--- src/rtl/fismos_bus_ctrl_if.sv ---
// rtl/fismos_bus_ctrl_if.sv - CPU, slave and error-status signal bundle for fismos_bus_ctrl
interface fismos_bus_ctrl_if;
  logic        cpu_valid;
  logic        cpu_instr;
  logic [31:0] cpu_addr;
  logic [31:0] cpu_wdata;
  logic [3:0]  cpu_wstrb;
  logic        cpu_ready;
  logic [31:0] cpu_rdata;
  logic [31:0] tgt_addr;
  logic [31:0] tgt_wdata;
  logic [3:0]  tgt_wstrb;
  logic        ram_valid;
  logic        io_valid;
  logic        shm_valid;
  logic        ram_ready;
  logic        io_ready;
  logic        shm_ready;
  logic [31:0] ram_rdata;
  logic [31:0] shm_rdata;
  logic        err_clear;
  logic        err_irq;
  logic [1:0]  err_cause;
  logic [31:0] err_addr;
  logic [7:0]  err_count;

  // master: the controller side; slave: CPU, slaves and status consumer
  modport master (
    input  cpu_valid, cpu_instr, cpu_addr, cpu_wdata, cpu_wstrb,
    output cpu_ready, cpu_rdata,
    output tgt_addr, tgt_wdata, tgt_wstrb,
    output ram_valid, io_valid, shm_valid,
    input  ram_ready, io_ready, shm_ready, ram_rdata, shm_rdata,
    input  err_clear,
    output err_irq, err_cause, err_addr, err_count
  );

  modport slave (
    output cpu_valid, cpu_instr, cpu_addr, cpu_wdata, cpu_wstrb,
    input  cpu_ready, cpu_rdata,
    input  tgt_addr, tgt_wdata, tgt_wstrb,
    input  ram_valid, io_valid, shm_valid,
    output ram_ready, io_ready, shm_ready, ram_rdata, shm_rdata,
    output err_clear,
    input  err_irq, err_cause, err_addr, err_count
  );
endinterface

--- src/rtl/fismos_bus_ctrl.sv ---
// rtl/fismos_bus_ctrl.sv - single-master decode, slave select, watchdog and error status
module fismos_bus_ctrl #(
  parameter int unsigned RAM_BYTES      = 16384,
  parameter logic [31:0] IO_BASE        = 32'h1000_0000,
  parameter logic [31:0] SHM_BASE       = 32'h2000_0000,
  parameter int unsigned SHM_BYTES      = 4096,
  parameter int unsigned TIMEOUT_CYCLES = 255,
  parameter logic [31:0] ERR_RDATA      = 32'hBADC_0DE5
) (
  input logic            clk_i,
  input logic            reset_i,
  fismos_bus_ctrl_if.master bus
);
  typedef enum logic [1:0] {IDLE, WAIT, RESP, ERR} state_e;

  state_e      state_q, state_d;
  logic [31:0] tgt_addr_q, tgt_addr_d, tgt_wdata_q, tgt_wdata_d;
  logic [3:0]  tgt_wstrb_q, tgt_wstrb_d;
  logic [2:0]  sel_q, sel_d;  // {shm, io, ram}
  logic [15:0] cnt_q, cnt_d;
  logic        ready_q, ready_d;
  logic [31:0] rdata_q, rdata_d;
  logic [1:0]  pend_q, pend_d;
  logic        irq_q, irq_d;
  logic [1:0]  cause_q, cause_d;
  logic [31:0] eaddr_q, eaddr_d;
  logic [7:0]  ecount_q, ecount_d;

  logic       hit_ram, hit_io, hit_shm, sel_ready;
  logic [2:0] slave_ready;

  assign hit_ram     = bus.cpu_addr < 32'(RAM_BYTES);
  assign hit_io      = bus.cpu_addr[31:4] == IO_BASE[31:4];
  // unsigned wrap makes addresses below SHM_BASE fail the compare
  assign hit_shm     = (bus.cpu_addr - SHM_BASE) < 32'(SHM_BYTES);
  assign slave_ready = {bus.shm_ready, bus.io_ready, bus.ram_ready};
  assign sel_ready   = |(sel_q & slave_ready);

  always_comb begin
    state_d     = state_q;
    tgt_addr_d  = tgt_addr_q;
    tgt_wdata_d = tgt_wdata_q;
    tgt_wstrb_d = tgt_wstrb_q;
    sel_d       = sel_q;
    cnt_d       = cnt_q;
    ready_d     = 1'b0;
    rdata_d     = rdata_q;
    pend_d      = pend_q;
    cause_d     = cause_q;
    eaddr_d     = eaddr_q;
    ecount_d    = ecount_q;
    irq_d       = bus.err_clear ? 1'b0 : irq_q;
    unique case (state_q)
      IDLE: begin
        if (bus.cpu_valid) begin
          tgt_addr_d  = bus.cpu_addr;
          tgt_wdata_d = bus.cpu_wdata;
          tgt_wstrb_d = bus.cpu_wstrb;
          cnt_d       = '0;
          if (!(hit_ram || hit_io || hit_shm)) begin
            state_d = ERR;
            pend_d  = 2'b01;
            ready_d = 1'b1;
            rdata_d = ERR_RDATA;
          end else if (bus.cpu_instr && !hit_ram) begin
            state_d = ERR;
            pend_d  = 2'b11;
            ready_d = 1'b1;
            rdata_d = ERR_RDATA;
          end else begin
            state_d = WAIT;
            sel_d   = {hit_shm, hit_io, hit_ram};
          end
        end
      end
      WAIT: begin
        if (sel_ready) begin
          state_d = RESP;
          sel_d   = '0;
          ready_d = 1'b1;
          rdata_d = sel_q[0] ? bus.ram_rdata : (sel_q[2] ? bus.shm_rdata : 32'h0);
        end else if (cnt_q == 16'(TIMEOUT_CYCLES - 1)) begin
          state_d = ERR;
          sel_d   = '0;
          ready_d = 1'b1;
          rdata_d = ERR_RDATA;
          pend_d  = 2'b10;
        end else begin
          cnt_d = cnt_q + 16'd1;
        end
      end
      RESP: state_d = IDLE;
      ERR: begin
        state_d  = IDLE;
        cause_d  = pend_q;
        eaddr_d  = tgt_addr_q;
        ecount_d = (ecount_q == 8'hFF) ? ecount_q : ecount_q + 8'd1;
        irq_d    = 1'b1;
      end
      default: state_d = IDLE;
    endcase
  end

  always_ff @(posedge clk_i) begin
    if (reset_i) begin
      state_q     <= IDLE;
      tgt_addr_q  <= '0;
      tgt_wdata_q <= '0;
      tgt_wstrb_q <= '0;
      sel_q       <= '0;
      cnt_q       <= '0;
      ready_q     <= 1'b0;
      rdata_q     <= '0;
      pend_q      <= '0;
      irq_q       <= 1'b0;
      cause_q     <= '0;
      eaddr_q     <= '0;
      ecount_q    <= '0;
    end else begin
      state_q     <= state_d;
      tgt_addr_q  <= tgt_addr_d;
      tgt_wdata_q <= tgt_wdata_d;
      tgt_wstrb_q <= tgt_wstrb_d;
      sel_q       <= sel_d;
      cnt_q       <= cnt_d;
      ready_q     <= ready_d;
      rdata_q     <= rdata_d;
      pend_q      <= pend_d;
      irq_q       <= irq_d;
      cause_q     <= cause_d;
      eaddr_q     <= eaddr_d;
      ecount_q    <= ecount_d;
    end
  end

  assign bus.cpu_ready = ready_q;
  assign bus.cpu_rdata = rdata_q;
  assign bus.tgt_addr  = tgt_addr_q;
  assign bus.tgt_wdata = tgt_wdata_q;
  assign bus.tgt_wstrb = tgt_wstrb_q;
  assign bus.ram_valid = sel_q[0];
  assign bus.io_valid  = sel_q[1];
  assign bus.shm_valid = sel_q[2];
  assign bus.err_irq   = irq_q;
  assign bus.err_cause = cause_q;
  assign bus.err_addr  = eaddr_q;
  assign bus.err_count = ecount_q;
endmodule

--- src/flat_wrapper.sv ---
// flat-port wrapper written by rule: the top's interface ports become plain ports
module fismos_bus_ctrl_flat 
#(
  parameter int unsigned RAM_BYTES      = 16384,
  parameter logic [31:0] IO_BASE        = 32'h1000_0000,
  parameter logic [31:0] SHM_BASE       = 32'h2000_0000,
  parameter int unsigned SHM_BYTES      = 4096,
  parameter int unsigned TIMEOUT_CYCLES = 255,
  parameter logic [31:0] ERR_RDATA      = 32'hBADC_0DE5
)
  (clk_i, reset_i, bus_cpu_valid, bus_cpu_instr, bus_cpu_addr, bus_cpu_wdata, bus_cpu_wstrb, bus_cpu_ready, bus_cpu_rdata, bus_tgt_addr, bus_tgt_wdata, bus_tgt_wstrb, bus_ram_valid, bus_io_valid, bus_shm_valid, bus_ram_ready, bus_io_ready, bus_shm_ready, bus_ram_rdata, bus_shm_rdata, bus_err_clear, bus_err_irq, bus_err_cause, bus_err_addr, bus_err_count);
  fismos_bus_ctrl_if bus_i ();
  input logic clk_i;
  input logic reset_i;
  input wire logic [$bits(bus_i.cpu_valid)-1:0] bus_cpu_valid;
  input wire logic [$bits(bus_i.cpu_instr)-1:0] bus_cpu_instr;
  input wire logic [$bits(bus_i.cpu_addr)-1:0] bus_cpu_addr;
  input wire logic [$bits(bus_i.cpu_wdata)-1:0] bus_cpu_wdata;
  input wire logic [$bits(bus_i.cpu_wstrb)-1:0] bus_cpu_wstrb;
  output wire logic [$bits(bus_i.cpu_ready)-1:0] bus_cpu_ready;
  output wire logic [$bits(bus_i.cpu_rdata)-1:0] bus_cpu_rdata;
  output wire logic [$bits(bus_i.tgt_addr)-1:0] bus_tgt_addr;
  output wire logic [$bits(bus_i.tgt_wdata)-1:0] bus_tgt_wdata;
  output wire logic [$bits(bus_i.tgt_wstrb)-1:0] bus_tgt_wstrb;
  output wire logic [$bits(bus_i.ram_valid)-1:0] bus_ram_valid;
  output wire logic [$bits(bus_i.io_valid)-1:0] bus_io_valid;
  output wire logic [$bits(bus_i.shm_valid)-1:0] bus_shm_valid;
  input wire logic [$bits(bus_i.ram_ready)-1:0] bus_ram_ready;
  input wire logic [$bits(bus_i.io_ready)-1:0] bus_io_ready;
  input wire logic [$bits(bus_i.shm_ready)-1:0] bus_shm_ready;
  input wire logic [$bits(bus_i.ram_rdata)-1:0] bus_ram_rdata;
  input wire logic [$bits(bus_i.shm_rdata)-1:0] bus_shm_rdata;
  input wire logic [$bits(bus_i.err_clear)-1:0] bus_err_clear;
  output wire logic [$bits(bus_i.err_irq)-1:0] bus_err_irq;
  output wire logic [$bits(bus_i.err_cause)-1:0] bus_err_cause;
  output wire logic [$bits(bus_i.err_addr)-1:0] bus_err_addr;
  output wire logic [$bits(bus_i.err_count)-1:0] bus_err_count;
  assign bus_i.cpu_valid = bus_cpu_valid;
  assign bus_i.cpu_instr = bus_cpu_instr;
  assign bus_i.cpu_addr = bus_cpu_addr;
  assign bus_i.cpu_wdata = bus_cpu_wdata;
  assign bus_i.cpu_wstrb = bus_cpu_wstrb;
  assign bus_cpu_ready = bus_i.cpu_ready;
  assign bus_cpu_rdata = bus_i.cpu_rdata;
  assign bus_tgt_addr = bus_i.tgt_addr;
  assign bus_tgt_wdata = bus_i.tgt_wdata;
  assign bus_tgt_wstrb = bus_i.tgt_wstrb;
  assign bus_ram_valid = bus_i.ram_valid;
  assign bus_io_valid = bus_i.io_valid;
  assign bus_shm_valid = bus_i.shm_valid;
  assign bus_i.ram_ready = bus_ram_ready;
  assign bus_i.io_ready = bus_io_ready;
  assign bus_i.shm_ready = bus_shm_ready;
  assign bus_i.ram_rdata = bus_ram_rdata;
  assign bus_i.shm_rdata = bus_shm_rdata;
  assign bus_i.err_clear = bus_err_clear;
  assign bus_err_irq = bus_i.err_irq;
  assign bus_err_cause = bus_i.err_cause;
  assign bus_err_addr = bus_i.err_addr;
  assign bus_err_count = bus_i.err_count;
  fismos_bus_ctrl #(.RAM_BYTES(RAM_BYTES), .IO_BASE(IO_BASE), .SHM_BASE(SHM_BASE), .SHM_BYTES(SHM_BYTES), .TIMEOUT_CYCLES(TIMEOUT_CYCLES), .ERR_RDATA(ERR_RDATA)) u_core (.clk_i(clk_i), .reset_i(reset_i), .bus(bus_i));
endmodule
--- config.mk ---
export PLATFORM = sky130hd
export DESIGN_NAME = fismos_bus_ctrl_flat
export DESIGN_NICKNAME = d
export VERILOG_FILES = /design/src/rtl/fismos_bus_ctrl_if.sv /design/src/rtl/fismos_bus_ctrl.sv /design/src/flat_wrapper.sv
export SDC_FILE = /design/constraint.sdc
export NUM_CORES = 1
export LEC_CHECK = 0
export ABC_AREA = 1
export ABC_CLOCK_PERIOD_IN_PS = 2450
export CORE_MARGIN = 2
export CORE_UTILIZATION = 63
export DETAILED_ROUTE_END_ITERATION = 6
export DONT_BUFFER_PORTS = 1
export GPL_ROUTABILITY_DRIVEN = 0
export PLACE_DENSITY = 0.79
export SLEW_MARGIN = 30
export SYNTH_ARGS = -nofsm -noshare
export SYNTH_HDL_FRONTEND = slang
export SYNTH_SLANG_ARGS = --single-unit
export TNS_END_PERCENT = 100
--- constraint.sdc ---
create_clock -name clk_i -period 2.45 [get_ports clk_i]
set_input_delay 0.735 -clock clk_i [delete_from_list [all_inputs] [get_ports clk_i]]
set_output_delay 0.735 -clock clk_i [all_outputs]
set_load 0.1 [all_outputs]
==> reports/results.ini, run 1 <==
[critical_path]
crit_buf_inv=1
cp-end-kind=output port
slowest_stage=dfxtp_2
crit_arrival_ns=1.40
cp_max_fo=23
reg2reg_from=u_core.state_q[1]
max_stage_delay_ns=0.48
required_ns=1.71
r2r_slack_ns=0.46
critPathTopFamily=flip-flops
rr_worst_depth=6
r2r-end=u_core.bus.tgt_addr[20]
path_class=flop to output port
path_cells=buf_4
cp-start-kind=flop

[timing]
tightest_slew_ns=0.593
fmax_mhz=469
layout_setup_ws_ns=0.316
drv_slew=0
rsz0062_at_grt=no
hold_violations=0
finalCriticalPeriod_ns=2.13
tns_ns=0
min_period_over_period_pct=87.1
finClkSkew_ns=0.00673
max_slew_margin_pct=60.5
setup_viol=0

[logic_synthesis]
synth_cells=1011
ys.flop_type=dfxtp_1
yosys-mux-area-fraction_pct=0
synth-simple-area-share_pct=27.9
ys_seq_elements=167
synth_compound_area_share_pct=16.3
synth_fa_ha_area_share_pct=0.696
synth_edf_count=0
async_flop_share_pct=0
synth_top_family_by_area=simple AND/OR/NAND/NOR gates
yosys_warnings=0
synth_xor_area_share_pct=0.853
yosysUniqueCellTypes=34
yosysSeqAreaShare_pct=46.5
synth_fp_nets=1155
synth.avg_cell_area_um2=7.11
netlist_area_um2=7190

[global_routing]
grt_pass1_wl_mm=33.8
grt_max_degree=124
grt.total_usage_pct=34.1
overflow=0
grt_pass1_vias=6801
grt_antenna_before_repair=0

[layout]
n_antenna_cell=0
fill_cells=788
nNetsFinal=1276
layout.cells.non_filler=1287
area_growth_pct=24.4
multiInputGateArea_um2=3290
seqCellArea_um2=3350
drive_gt1_share_pct=19.7
fin_area_um2=8940
fin_util_pct=79.3

[pwr]
vdd_drop_max_uv=794
p_int_mw=4.97
powerDensity_nw_per_um2=894
pwr-share-seq_pct=37.4
power_switching_mw=3.02
p_leak_nw=3.97
p_clk_share_pct=33.7
sw_frac_of_total_pct=37.8
combPwrFrac_pct=28.9

[drt]
vias=7143
avgViaCountPerCell=5.55
drt_iter0_drc=638
ant_nets=0
wl_per_cell_um=16.3
drc_errors=0
wl_mm=21.0
first_pass_iters=5

[worst_hold_path]
hold_path_class=input port to flop
holdPathEnd=u_core.cnt_q[7]
hold_path_startpoint=reset_i
hold_depth=1

[cts]
post_cts_buffers=0
ctsHoldBuffers=0
cts-root-buf=clkbuf_16
cts_tree=built
cts_made_buffers=17
worst_skew_pair.late_latency_ns=0.43
numClockSinks=167
cts_buffer_depth=2
post_cts_resized=0
htree_levels=4
clk_pin_slew_ns=0.06

[floorplan]
die_h_um=111
core_um2=11300
pin_count=287
start_util_pct=63.8
fp.dieArea_um2=12300
rows=39
chipWidth_um=111

[placed_design]
place_inst=1256
pre_cts_slack_ns=0.172
hpwl_mm=14.6
placed_area_um2=8350
place.port_buffers=0

[run_status]
outcome=completed

[flow_run]
maxCapViolCount=0

-- worst max path at each step --
stage	startpoint	to	cells past startpoint
final	u_core.sel_q[0]	bus_ram_valid	1
after global routing	u_core.sel_q[0]	bus_ram_valid	1
after CTS	u_core.sel_q[0]	bus_ram_valid	1
after detailed placement	bus_cpu_addr[29]	u_core.bus.cpu_rdata[9]	11
after global placement	bus_cpu_addr[29]	u_core.bus.cpu_rdata[4]	11
after floorplan	u_core.bus.err_count[1]	u_core.bus.err_count[3]	7
-- cell usage in the layout, fill, tap and decap left out, drive strengths merged, types with 5 or more instances in the layout --
| cell type | n |
|---|---|
| clkinv | 5 |
| clkbuf | 24 |
| inv | 78 |
| nand4 | 7 |
| nand3 | 58 |
| buf | 158 |
| nand2 | 192 |
| o21ai | 134 |
| xor2 | 6 |
| dfxtp | 167 |
| a21oi | 79 |
| nor3 | 10 |
| nor2 | 209 |
-- synth_stat cells (4+ instances only) --
cell type  number  share of area [%]
nand4_1         7               0.61
dfxtp_1       167                 46
a21oi_2        19                2.3
xor2_1          6               0.73
inv_2           4               0.21
nand3_1        58                4.0
o21ai_0       130                9.0
nor3_1          8               0.56
buf_1           4               0.21
nor2_1        207                 11
buf_6           4               0.63
nand2_1       186                9.7
clkbuf_1       34                1.8
o21ai_1         4               0.28
a21oi_1        60                4.2
ha_1            4               0.70
buf_2          13               0.90
nand2_4         5               0.78
inv_1          74                3.9
-- flip-flops by register name (all words and copies together) (netlist names), 2 cells and up --
register / flops
u_core.bus.cpu_rdata: 32
u_core.bus.err_addr: 32
u_core.bus.tgt_addr: 32
u_core.bus.tgt_wdata: 32
u_core.cnt_q: 16
u_core.bus.err_count: 8
u_core.bus.tgt_wstrb: 4
u_core.sel_q: 3
u_core.bus.err_cause: 2
u_core.pend_q: 2
u_core.state_q: 2
-- layout make-up --
class | instances | share of cell area, %
sequential | 167 | 37.4
inverter | 79 | 3.33
multi-input combinational | 709 | 36.8
clock buffer | 24 | 5.61
tap | 143 | 2.00
timing repair buffer | 158 | 13.8
clock inverter | 7 | 1.02
-- metal layers --
layer	track usage, %	vias up	part of all wire [%]
met2	59.7	362	50
met1	38.1	3231	37
met5	0	-	0
met4	17.0	0	4.2
met3	9.51	63	8.1
li1	-	3487	-
-- kinds of logic (layout without fill, tap and decap cells) --
kind of cell | after synthesis | in the layout
and+or+nand+nor | 482 | 482
buffers and inverters | 135 | 268
DFF | 167 | 167
xor gates and xnor gates | 7 | 7
adders and majority gates | 4 | 4
AOI/OAI and AO/OA | 216 | 216
-- per-stage QoR --
step	hold WS (ns)	power (mW)
after floorplan	0.430	4.89
after global placement	0.443	5.30
after detailed placement	0.452	5.33
after CTS	0.359	7.99
after global routing	0.358	8.24
final	0.366	7.99
-- power by group through the flow --
stage                     Combinational [mW]  Sequential [mW]  Clock [mW]
after floorplan                        0.539             4.35           0
after global placement                  2.26             3.03           0
after detailed placement                2.29             3.04           0
after CTS                               2.31             2.98        2.70
after global routing                    2.41             3.00        2.83
final                                   2.31             2.99        2.70
Note: power is estimated with default switching activity, not from simulation.
==> inputs of run 2 (changes only) <==
--- a/config.mk
+++ b/config.mk
@@ -12,7 +12,7 @@
 export DETAILED_ROUTE_END_ITERATION = 6
 export DONT_BUFFER_PORTS = 1
 export GPL_ROUTABILITY_DRIVEN = 0
-export PLACE_DENSITY = 0.79
+export PLACE_DENSITY = 0.85
 export SLEW_MARGIN = 30
 export SYNTH_ARGS = -nofsm -noshare
 export SYNTH_HDL_FRONTEND = slang
==> reports/results.ini, run 2 (synthesis gave the netlist of run 1 again) <==
[run_status]
outcome=completed

[critical_path]
slowest_stage=dfxtp_2
path_class=flop to output port
cp-startpoint=u_core.sel_q[0]
critPathTopFamily=flip-flops
required_ns=1.71  ; about the same
cp-start-kind=flop
cp-end-kind=output port
crit_buf_inv=1  ; unchanged
max_stage_delay_ns=0.50  ; +0.02 ns
path_cells=buf_4
crit_arrival_ns=1.41  ; about the same
cp_max_fo=21  ; -8.7%
reg2reg_from=u_core.bus.err_count[0]

[placed_design]
place.port_buffers=0  ; unchanged
hpwl_mm=15.0  ; +2.5%
placed_area_um2=8340  ; -0.10%

[worst_hold_path]
hold_path_class=input port to flop
hold_path_startpoint=reset_i

[floorplan]
chipWidth_um=111  ; unchanged
die_h_um=111  ; unchanged
core_um2=11300  ; unchanged
rows=39  ; unchanged
fp.dieArea_um2=12300  ; unchanged
pin_count=287  ; unchanged
start_util_pct=63.8  ; unchanged

[global_routing]
grt_pass1_vias=6929  ; +1.9%
overflow=0  ; unchanged
grt_pass1_wl_mm=34.4  ; +1.6%
grt_antenna_before_repair=0  ; unchanged
grt_max_degree=103  ; -17%
grt.total_usage_pct=34.8  ; +0.70 points

[cts]
cts_tree=built
worst_skew_pair.late_latency_ns=0.43  ; about the same
clk_pin_slew_ns=0.06  ; about the same
numClockSinks=167  ; unchanged
htree_levels=4  ; unchanged
cts_made_buffers=17  ; unchanged
cts_buffer_depth=2  ; unchanged
cts-root-buf=clkbuf_16
post_cts_resized=0  ; unchanged
ctsHoldBuffers=0  ; unchanged
post_cts_buffers=0  ; unchanged

[timing]
tightest_slew_ns=0.867  ; +0.274 ns
drv_slew=0  ; unchanged
setup_viol=0  ; unchanged
tns_ns=0  ; unchanged
finalCriticalPeriod_ns=2.15  ; +0.0160 ns
rsz0062_at_grt=no
min_period_over_period_pct=87.8  ; +0.65 points
hold_slack_ns=0.374  ; +0.00845 ns
fmax_mhz=465  ; -0.74%
hold_violations=0  ; unchanged
max_slew_margin_pct=42.2  ; -18 points
finClkSkew_ns=0.0113  ; +0.00459 ns

[layout]
final_common_cell=nor2_1
nNetsFinal=1275  ; -0.078%
fin_util_pct=79.3  ; unchanged
n_antenna_cell=0  ; unchanged
mostFrequentLayoutCells=207 x nor2_1, 186 x nand2_1, 165 x dfxtp_1
fin_area_um2=8940  ; unchanged
area_growth_pct=24.4  ; unchanged
drive_gt1_share_pct=19.8  ; +0.17 points

[pwr]
p_leak_nw=3.96  ; -0.10%
vdd_drop_max_uv=644  ; -19%
powerDensity_nw_per_um2=895  ; +0.20%

[flow_run]
maxCapViolCount=0  ; unchanged

[drt]
wl_mm=21.7  ; +3.5%
avgViaCountPerCell=5.69  ; +2.6%
drc_errors=0  ; unchanged
ant_nets=0  ; unchanged
wl_per_cell_um=16.9  ; +3.5%
vias=7329  ; +2.6%
drt_iter0_drc=614  ; -3.8%
first_pass_iters=5  ; unchanged

==> run 2: power by group <==
part           switching, mW  leakage (nW)  internal (mW)
logic                   1.89          2.30          0.432
clock network           1.09         0.295           1.61
registers             0.0822          1.37           2.91
==> run 2: cell type report <==
type / instances / area, um^2
clock buffers: 21 / 480
well taps: 143 / 179
multi-input cells: 709 / 3290
fillers: 712 / 2330
inverters: 79 / 297
flip-flops and latches: 167 / 3350
clock inverters: 11 / 121
repair buffers: 157 / 1230
==> run 2: per-layer routing <==
layer	vias up	track usage, %	share of wire, %
li1	3485	-	-
met1	3338	37.8	36
met2	413	60.6	50
met3	93	10.5	8.6
met4	0	19.4	5.3
met5	-	0	0
==> run 2: stage by stage <==
stage | total power [mW] | setup WS [ns] | std cells
3_5_place_dp | 5.33 | 0.116 | 1255
5_1_grt | 8.24 | 0.220 | 1287
6_report | 8.01 | 0.300 | 1287
3_3_place_gp | 5.28 | 0.176 | 1255
4_1_cts | 7.99 | 0.308 | 1287
2_1_floorplan | 4.89 | 0.0962 | 1011
==> run 2: final timing paths <==
check / to / cells past startpoint / slack (ns)
setup / recovery: bus_ram_valid / 1 / 0.30
setup reg to reg: u_core.bus.err_count[3] / 7 / 0.40
hold reg to reg: u_core.bus.cpu_rdata[10] / 2 / 0.49
hold / removal: u_core.bus.err_count[3] / 1 / 0.37
